[src/rtl/crossbar_pkg.sv]
// Shared types for the crossbar route unit and its per-destination skid buffers.
package crossbar_pkg;

    typedef enum logic [1:0] {
        EMPTY = 2'd0,
        ONE   = 2'd1,
        FULL  = 2'd2
    } buf_state_e;

endpackage

[src/rtl/stream_skid_buffer.sv]
// Two-entry stream skid buffer: head register drives the output, skid register absorbs one extra beat.
module stream_skid_buffer
    import crossbar_pkg::*;
#(
    parameter int unsigned PAYLOAD_WIDTH = 8
) (
    input  logic                     clk_i,
    input  logic                     rst_i,
    input  logic                     push_i,
    input  logic [PAYLOAD_WIDTH-1:0] push_payload_i,
    output logic                     space_o,
    input  logic                     pop_ready_i,
    output logic                     valid_o,
    output logic [PAYLOAD_WIDTH-1:0] payload_o
);

    buf_state_e               state;
    logic [PAYLOAD_WIDTH-1:0] head;
    logic [PAYLOAD_WIDTH-1:0] skid;
    logic                     pop;

    // Status decodes come from registered state only, so space never depends on pop_ready_i.
    assign valid_o   = (state != EMPTY);
    assign space_o   = (state != FULL);
    assign payload_o = head;
    assign pop       = valid_o && pop_ready_i;

    always_ff @(posedge clk_i) begin
        if (rst_i) begin
            state <= EMPTY;
            head  <= '0;
            skid  <= '0;
        end else begin
            case (state)
                EMPTY: begin
                    if (push_i) begin
                        head  <= push_payload_i;
                        state <= ONE;
                    end
                end
                ONE: begin
                    if (push_i && !pop) begin
                        skid  <= push_payload_i;
                        state <= FULL;
                    end else if (!push_i && pop) begin
                        state <= EMPTY;
                    end else if (push_i && pop) begin
                        head  <= push_payload_i;
                    end
                end
                FULL: begin
                    if (pop) begin
                        head  <= skid;
                        state <= ONE;
                    end
                end
                default: state <= EMPTY;
            endcase
        end
    end

endmodule

[src/rtl/crossbar_route_unit.sv]
// Crossbar datapath: steers granted source beats into one skid buffer per destination.
module crossbar_route_unit
    import crossbar_pkg::*;
#(
    parameter int unsigned T_DATA_WIDTH = 8,
    parameter int unsigned S_DATA_COUNT = 2,
    parameter int unsigned M_DATA_COUNT = 3
) (
    input  logic                                      clk_i,
    input  logic                                      rst_i,
    input  logic [S_DATA_COUNT-1:0][T_DATA_WIDTH-1:0] s_data_i,
    input  logic [S_DATA_COUNT-1:0][$clog2(M_DATA_COUNT)-1:0] s_dest_i,
    input  logic [S_DATA_COUNT-1:0]                   s_last_i,
    input  logic [S_DATA_COUNT-1:0]                   s_valid_i,
    output logic [S_DATA_COUNT-1:0]                   s_ready_o,
    input  logic [M_DATA_COUNT-1:0][$clog2(S_DATA_COUNT)-1:0] grant_i,
    input  logic [M_DATA_COUNT-1:0]                   arbiter_ready_i,
    output logic [M_DATA_COUNT-1:0][T_DATA_WIDTH-1:0] m_data_o,
    output logic [M_DATA_COUNT-1:0][$clog2(S_DATA_COUNT)-1:0] m_id_o,
    output logic [M_DATA_COUNT-1:0]                   m_last_o,
    output logic [M_DATA_COUNT-1:0]                   m_valid_o,
    input  logic [M_DATA_COUNT-1:0]                   m_ready_i
);

    localparam int unsigned T_ID___WIDTH  = $clog2(S_DATA_COUNT);
    localparam int unsigned T_DEST_WIDTH  = $clog2(M_DATA_COUNT);
    localparam int unsigned PAYLOAD_WIDTH = T_DATA_WIDTH + 1 + T_ID___WIDTH;

    logic [M_DATA_COUNT-1:0][S_DATA_COUNT-1:0]  route;
    logic [S_DATA_COUNT-1:0][M_DATA_COUNT-1:0]  accept;
    logic [M_DATA_COUNT-1:0]                    space;
    logic [M_DATA_COUNT-1:0]                    push;
    logic [M_DATA_COUNT-1:0]                    buf_valid;
    logic [M_DATA_COUNT-1:0][PAYLOAD_WIDTH-1:0] push_payload;
    logic [M_DATA_COUNT-1:0][PAYLOAD_WIDTH-1:0] buf_payload;

    // A destination index outside 0..M_DATA_COUNT-1 never matches any i, so such beats stay unaccepted.
    for (genvar i = 0; i < M_DATA_COUNT; i++) begin : g_route_i
        for (genvar j = 0; j < S_DATA_COUNT; j++) begin : g_route_j
            assign route[i][j]  = arbiter_ready_i[i]
                               && (grant_i[i] == T_ID___WIDTH'(j))
                               && (s_dest_i[j] == T_DEST_WIDTH'(i))
                               && s_valid_i[j];
            assign accept[j][i] = route[i][j] && space[i];
        end
    end

    for (genvar j = 0; j < S_DATA_COUNT; j++) begin : g_ready
        assign s_ready_o[j] = !rst_i && (|accept[j]);
    end

    // The grant selects the only source that can route here, and doubles as the beat's id.
    for (genvar i = 0; i < M_DATA_COUNT; i++) begin : g_dest
        assign push[i]         = !rst_i && space[i] && (|route[i]);
        assign push_payload[i] = {s_data_i[grant_i[i]], s_last_i[grant_i[i]], grant_i[i]};

        stream_skid_buffer #(
            .PAYLOAD_WIDTH (PAYLOAD_WIDTH)
        ) u_skid (
            .clk_i          (clk_i),
            .rst_i          (rst_i),
            .push_i         (push[i]),
            .push_payload_i (push_payload[i]),
            .space_o        (space[i]),
            .pop_ready_i    (m_ready_i[i]),
            .valid_o        (buf_valid[i]),
            .payload_o      (buf_payload[i])
        );

        assign {m_data_o[i], m_last_o[i], m_id_o[i]} = buf_payload[i];
        assign m_valid_o[i] = buf_valid[i] && !rst_i;
    end

endmodule
[config.mk]
export PLATFORM = sky130hd
export DESIGN_NAME = crossbar_route_unit
export DESIGN_NICKNAME = d
export VERILOG_FILES = /design/src/rtl/crossbar_pkg.sv /design/src/rtl/stream_skid_buffer.sv /design/src/rtl/crossbar_route_unit.sv
export SDC_FILE = /design/constraint.sdc
export NUM_CORES = 1
export LEC_CHECK = 0
export BUFFER_PORTS_ARGS = -buffer_cell sky130_fd_sc_hd__buf_2
export CAP_MARGIN = 0
export CORE_ASPECT_RATIO = 1.75
export CORE_UTILIZATION = 52
export CTS_BUF_LIST = sky130_fd_sc_hd__clkbuf_2
export DETAILED_ROUTE_END_ITERATION = 16
export GPL_ROUTABILITY_DRIVEN = 0
export HOLD_SLACK_MARGIN = 0.06
export PLACE_DENSITY_LB_ADDON = 0.08
export SLEW_MARGIN = 10
export SYNTH_ARGS = -nofsm -noshare
export SYNTH_HDL_FRONTEND = slang
export SYNTH_SLANG_ARGS = --single-unit
[constraint.sdc]
create_clock -name clk_i -period 1.4 [get_ports clk_i]
set_input_delay 0.14 -clock clk_i [delete_from_list [all_inputs] [get_ports clk_i]]
set_output_delay 0.14 -clock clk_i [all_outputs]
set_load 0.05 [all_outputs]
==> flow_metrics.env <==
export IMPL_status="finished with violations"
export IMPL_violations="setup timing"
export IMPL_synth_flop_cell="dfxtp_1"
export IMPL_synth_seq_area_share_pct=37.3
export IMPL_dieArea_sq_um=7170
export IMPL_hold_viol=0
export IMPL_rsz0062_at_grt="yes"
export IMPL_core_rowCount=39
export IMPL_max_slew_margin_rel_pct=50.4
export IMPL_maxSlewViolCount=0
export IMPL_yosys_area_share_simple_pct=20.6
export IMPL_fmax_ghz=0.568
export IMPL_synth_seq_cells=66
export IMPL_post_drt_via_cell_ratio=6.25
export IMPL_slowest_delay_ns=0.40
export IMPL_crit_type="reg2out"
export IMPL_vias=3956
export IMPL_synth_fa_ha_area_share_pct=0
export IMPL_drtPass1Iterations=5
export IMPL_setup_tns_ns=-5.26
export IMPL_synth_cell_types=49
export IMPL_maxCapViolCount=0
export IMPL_die_width_microns=64.4
export IMPL_syn_area_sq_um=3550
export IMPL_final_nets=581
export IMPL_coreArea_sq_um=6540
export IMPL_skew_ns=0.0292
export IMPL_setup_viol=42
export IMPL_fin_crit_sh_pct=126
export IMPL_antenna_found_initial=0
export IMPL_grt_pass1_wl_microns=19100
export IMPL_drive_gt1_share_pct=52.8
export IMPL_drc=0
export IMPL_powerDensity_nw_per_um2=708
export IMPL_start_util_pct=54.2
export IMPL_drtIter0Drc=442
export IMPL_ir_worst_vdd_mv=0.768
export IMPL_ys_async_sr_fraction_pct=0
export IMPL_hold_class="in2reg"
export IMPL_yosys_warnings=0
export IMPL_crit_required_ns=1.26
export IMPL_cts_root_buf="clkbuf_2"
export IMPL_cp_data_arrival_time_ns=1.62
export IMPL_detailed_place_hpwl_microns=7440
export IMPL_first_global_vias=3831
export IMPL_p_leak_nw=2.19
export IMPL_clk_latency_ns=0.53
export IMPL_crit_top_cell="nand3_2"
export IMPL_cp_top_family="flip-flops"
export IMPL_synth_top_family_by_area="compound AO/OA/AOI/OAI gates"
export IMPL_end_kind="output port"
export IMPL_clkTransAtPathRegs_ns=0.21
export IMPL_min_period_ns=1.76
export IMPL_fp_dieH_microns=111
export IMPL_htreeDepth=3
export IMPL_fillers=391
export IMPL_grt_remaining_overflow=0
export IMPL_io_buffers=69
export IMPL_wl_per_cell_microns=20.0
export IMPL_clk_path_buf_depth=2
export IMPL_drt_wl_total_microns=12700
export IMPL_synth_mux_area_share_pct=15.1
export IMPL_cts_sinks=66
export IMPL_cts_tree="yes"
export IMPL_worstSetupStartpointType="flip-flop"
export IMPL_cp_slowest_cell="dfxtp_2"
export IMPL_numCtsBuffers=9
export IMPL_n_antenna_cell=0
export IMPL_crit_fanout=2
export IMPL_syn_instance_count=403
export IMPL_io_pins=70
export IMPL_setup_ws_ns=-0.361
export IMPL_synthToLayoutAreaGrowth_pct=51.4
export IMPL_grt_max_degree=62
export IMPL_crit_buf_inv=3
export IMPL_synth_compound_area_share_pct=21.4
export IMPL_tightestPinTransition_ns=0.743
export IMPL_crit_chain="inv_2 > buf_6 > a21oi_4 > nand3_2 > nand3_2 > buf_8"
export IMPL_synth_area_per_cell_sq_um=8.80
export IMPL_synthXorXnorAreaFrac_pct=0
export IMPL_synth_edf_count=0
export IMPL_grt_total_usage_pct=34.9
export IMPL_synth_nets=438
export IMPL_fin_hold_ws_ns=0.109
export IMPL_final_common_cell="buf_2"
export IMPL_most_common_layout_cells="63 x buf_2, 60 x dfxtp_1, 52 x buf_4"
export IMPL_postRouteAntennaNets=0
==> what timing repair did <==
action                                  in CTS  in global routing
cloned                                       4                  2
setup buffers                               11                  4
pin swaps                                   16                 37
endpoints found under the hold margin       16                  0
hold buffers                                21                  0
gates resized for setup                     79                 78
endpoints found under the setup margin      49                 58
==> Yosys cell counts, types with 2 or more instances <==
cell / instances / share of area [%]
nor4_1: 10 / 1.8
nand4_1: 4 / 0.71
a31oi_1: 15 / 2.6
inv_1: 11 / 1.2
mux2_1: 8 / 2.5
clkbuf_1: 19 / 2.0
nor2b_1: 17 / 3.0
nand3b_1: 2 / 0.42
nor3b_1: 2 / 0.42
o21ai_0: 7 / 0.99
and3b_1: 2 / 0.49
nand3_1: 16 / 2.3
a32oi_1: 19 / 4.7
nor2_1: 26 / 2.8
nand4b_1: 2 / 0.49
or3_1: 2 / 0.35
a21oi_1: 32 / 4.5
a211oi_1: 2 / 0.42
o31a_1: 2 / 0.49
nand2b_1: 6 / 1.1
nand2_1: 6 / 0.64
buf_2: 8 / 1.1
dfxtp_1: 66 / 37
and3_1: 2 / 0.35
mux2_2: 29 / 9.2
nor3_1: 28 / 4.0
o211ai_1: 10 / 2.1
buf_6: 2 / 0.64
o41ai_1: 9 / 2.2
buf_1: 6 / 0.64
mux2i_1: 12 / 3.4
o21ai_1: 4 / 0.56
==> path summary, 6_finish.rpt <==
path | from | to | slack, ns | cells past startpoint
worst max-delay path | g_dest[2].u_skid.state[0]$_SDFFE_PP0P_ | s_ready_o[1] | -0.36 | 6
worst max register to register | g_dest[2].u_skid.state[0]$_SDFFE_PP0P_ | g_dest[2].u_skid.payload_o[7]$_SDFFE_PP0P_ | -0.21 | 6
worst min-delay path | s_data_i[1] | g_dest[2].u_skid.payload_o[3]$_SDFFE_PP0P_ | 0.11 | 4
worst min register to register | g_dest[0].u_skid.skid[2]$_SDFFE_PP0P_ | g_dest[0].u_skid.payload_o[2]$_SDFFE_PP0P_ | 0.47 | 2
==> worst min-delay path: stages <==
cell and delay [ns]:
buf_2 0.10, mux2_2 0.20, a32oi_2 0.12, o41ai_2 0.05
==> metrics by stage <==
step	power, W	instance area (sq um)	util [%]	setup slack, ns	std cells
2_1_floorplan	0.00230	3570	-	-0.109	403
3_3_place_gp	0.00254	4310	65.9	-0.302	576
3_5_place_dp	0.00255	4310	65.9	-0.378	576
4_1_cts	0.00374	5000	76.5	-0.368	628
5_1_grt	0.00393	5370	82.1	-0.439	633
6_report	0.00380	5370	82.1	-0.361	633
==> final cells by class <==
cell class	count	area [sq um]	share of cell area [%]
Sequential cell	66	1340	24.9
Multi-Input combinational cell	294	2520	46.9
Tap cell	82	103	1.91
Inverter	11	41.3	0.769
Clock inverter	6	57.6	1.07
Clock buffer	10	50.0	0.932
Timing Repair Buffer	164	1260	23.5
==> report_power, final <==
part | switching [W] | internal (W) | total, W
sequential | 0.0000117 | 0.00190 | 0.00191
combinational | 0.000447 | 0.000323 | 0.000770
clock | 0.000710 | 0.000409 | 0.00112
==> registers in the layout, indices dropped and copies added (netlist names) <==
signal and cells:
g_dest.u_skid.payload_o 30, g_dest.u_skid.skid 30, g_dest.u_skid.state 6
==> cells by family after synthesis <==
kind of cell,after synthesis
compound gates,109
buf+inv,46
flops,66
mux,49
simple gates,133
==> metal layers <==
| metal | GRT usage [%] | share of wire (%) | vias to the layer above |
|---|---|---|---|
| met1 | 40.3 | 38 | 1886 |
| met3 | 5.97 | 5.0 | 57 |
| li1 | - | - | 1824 |
| met2 | 57.5 | 51 | 189 |
| met5 | 0 | 0 | - |
| met4 | 23.0 | 5.4 | 0 |
Power figures use the tool's default switching activity.
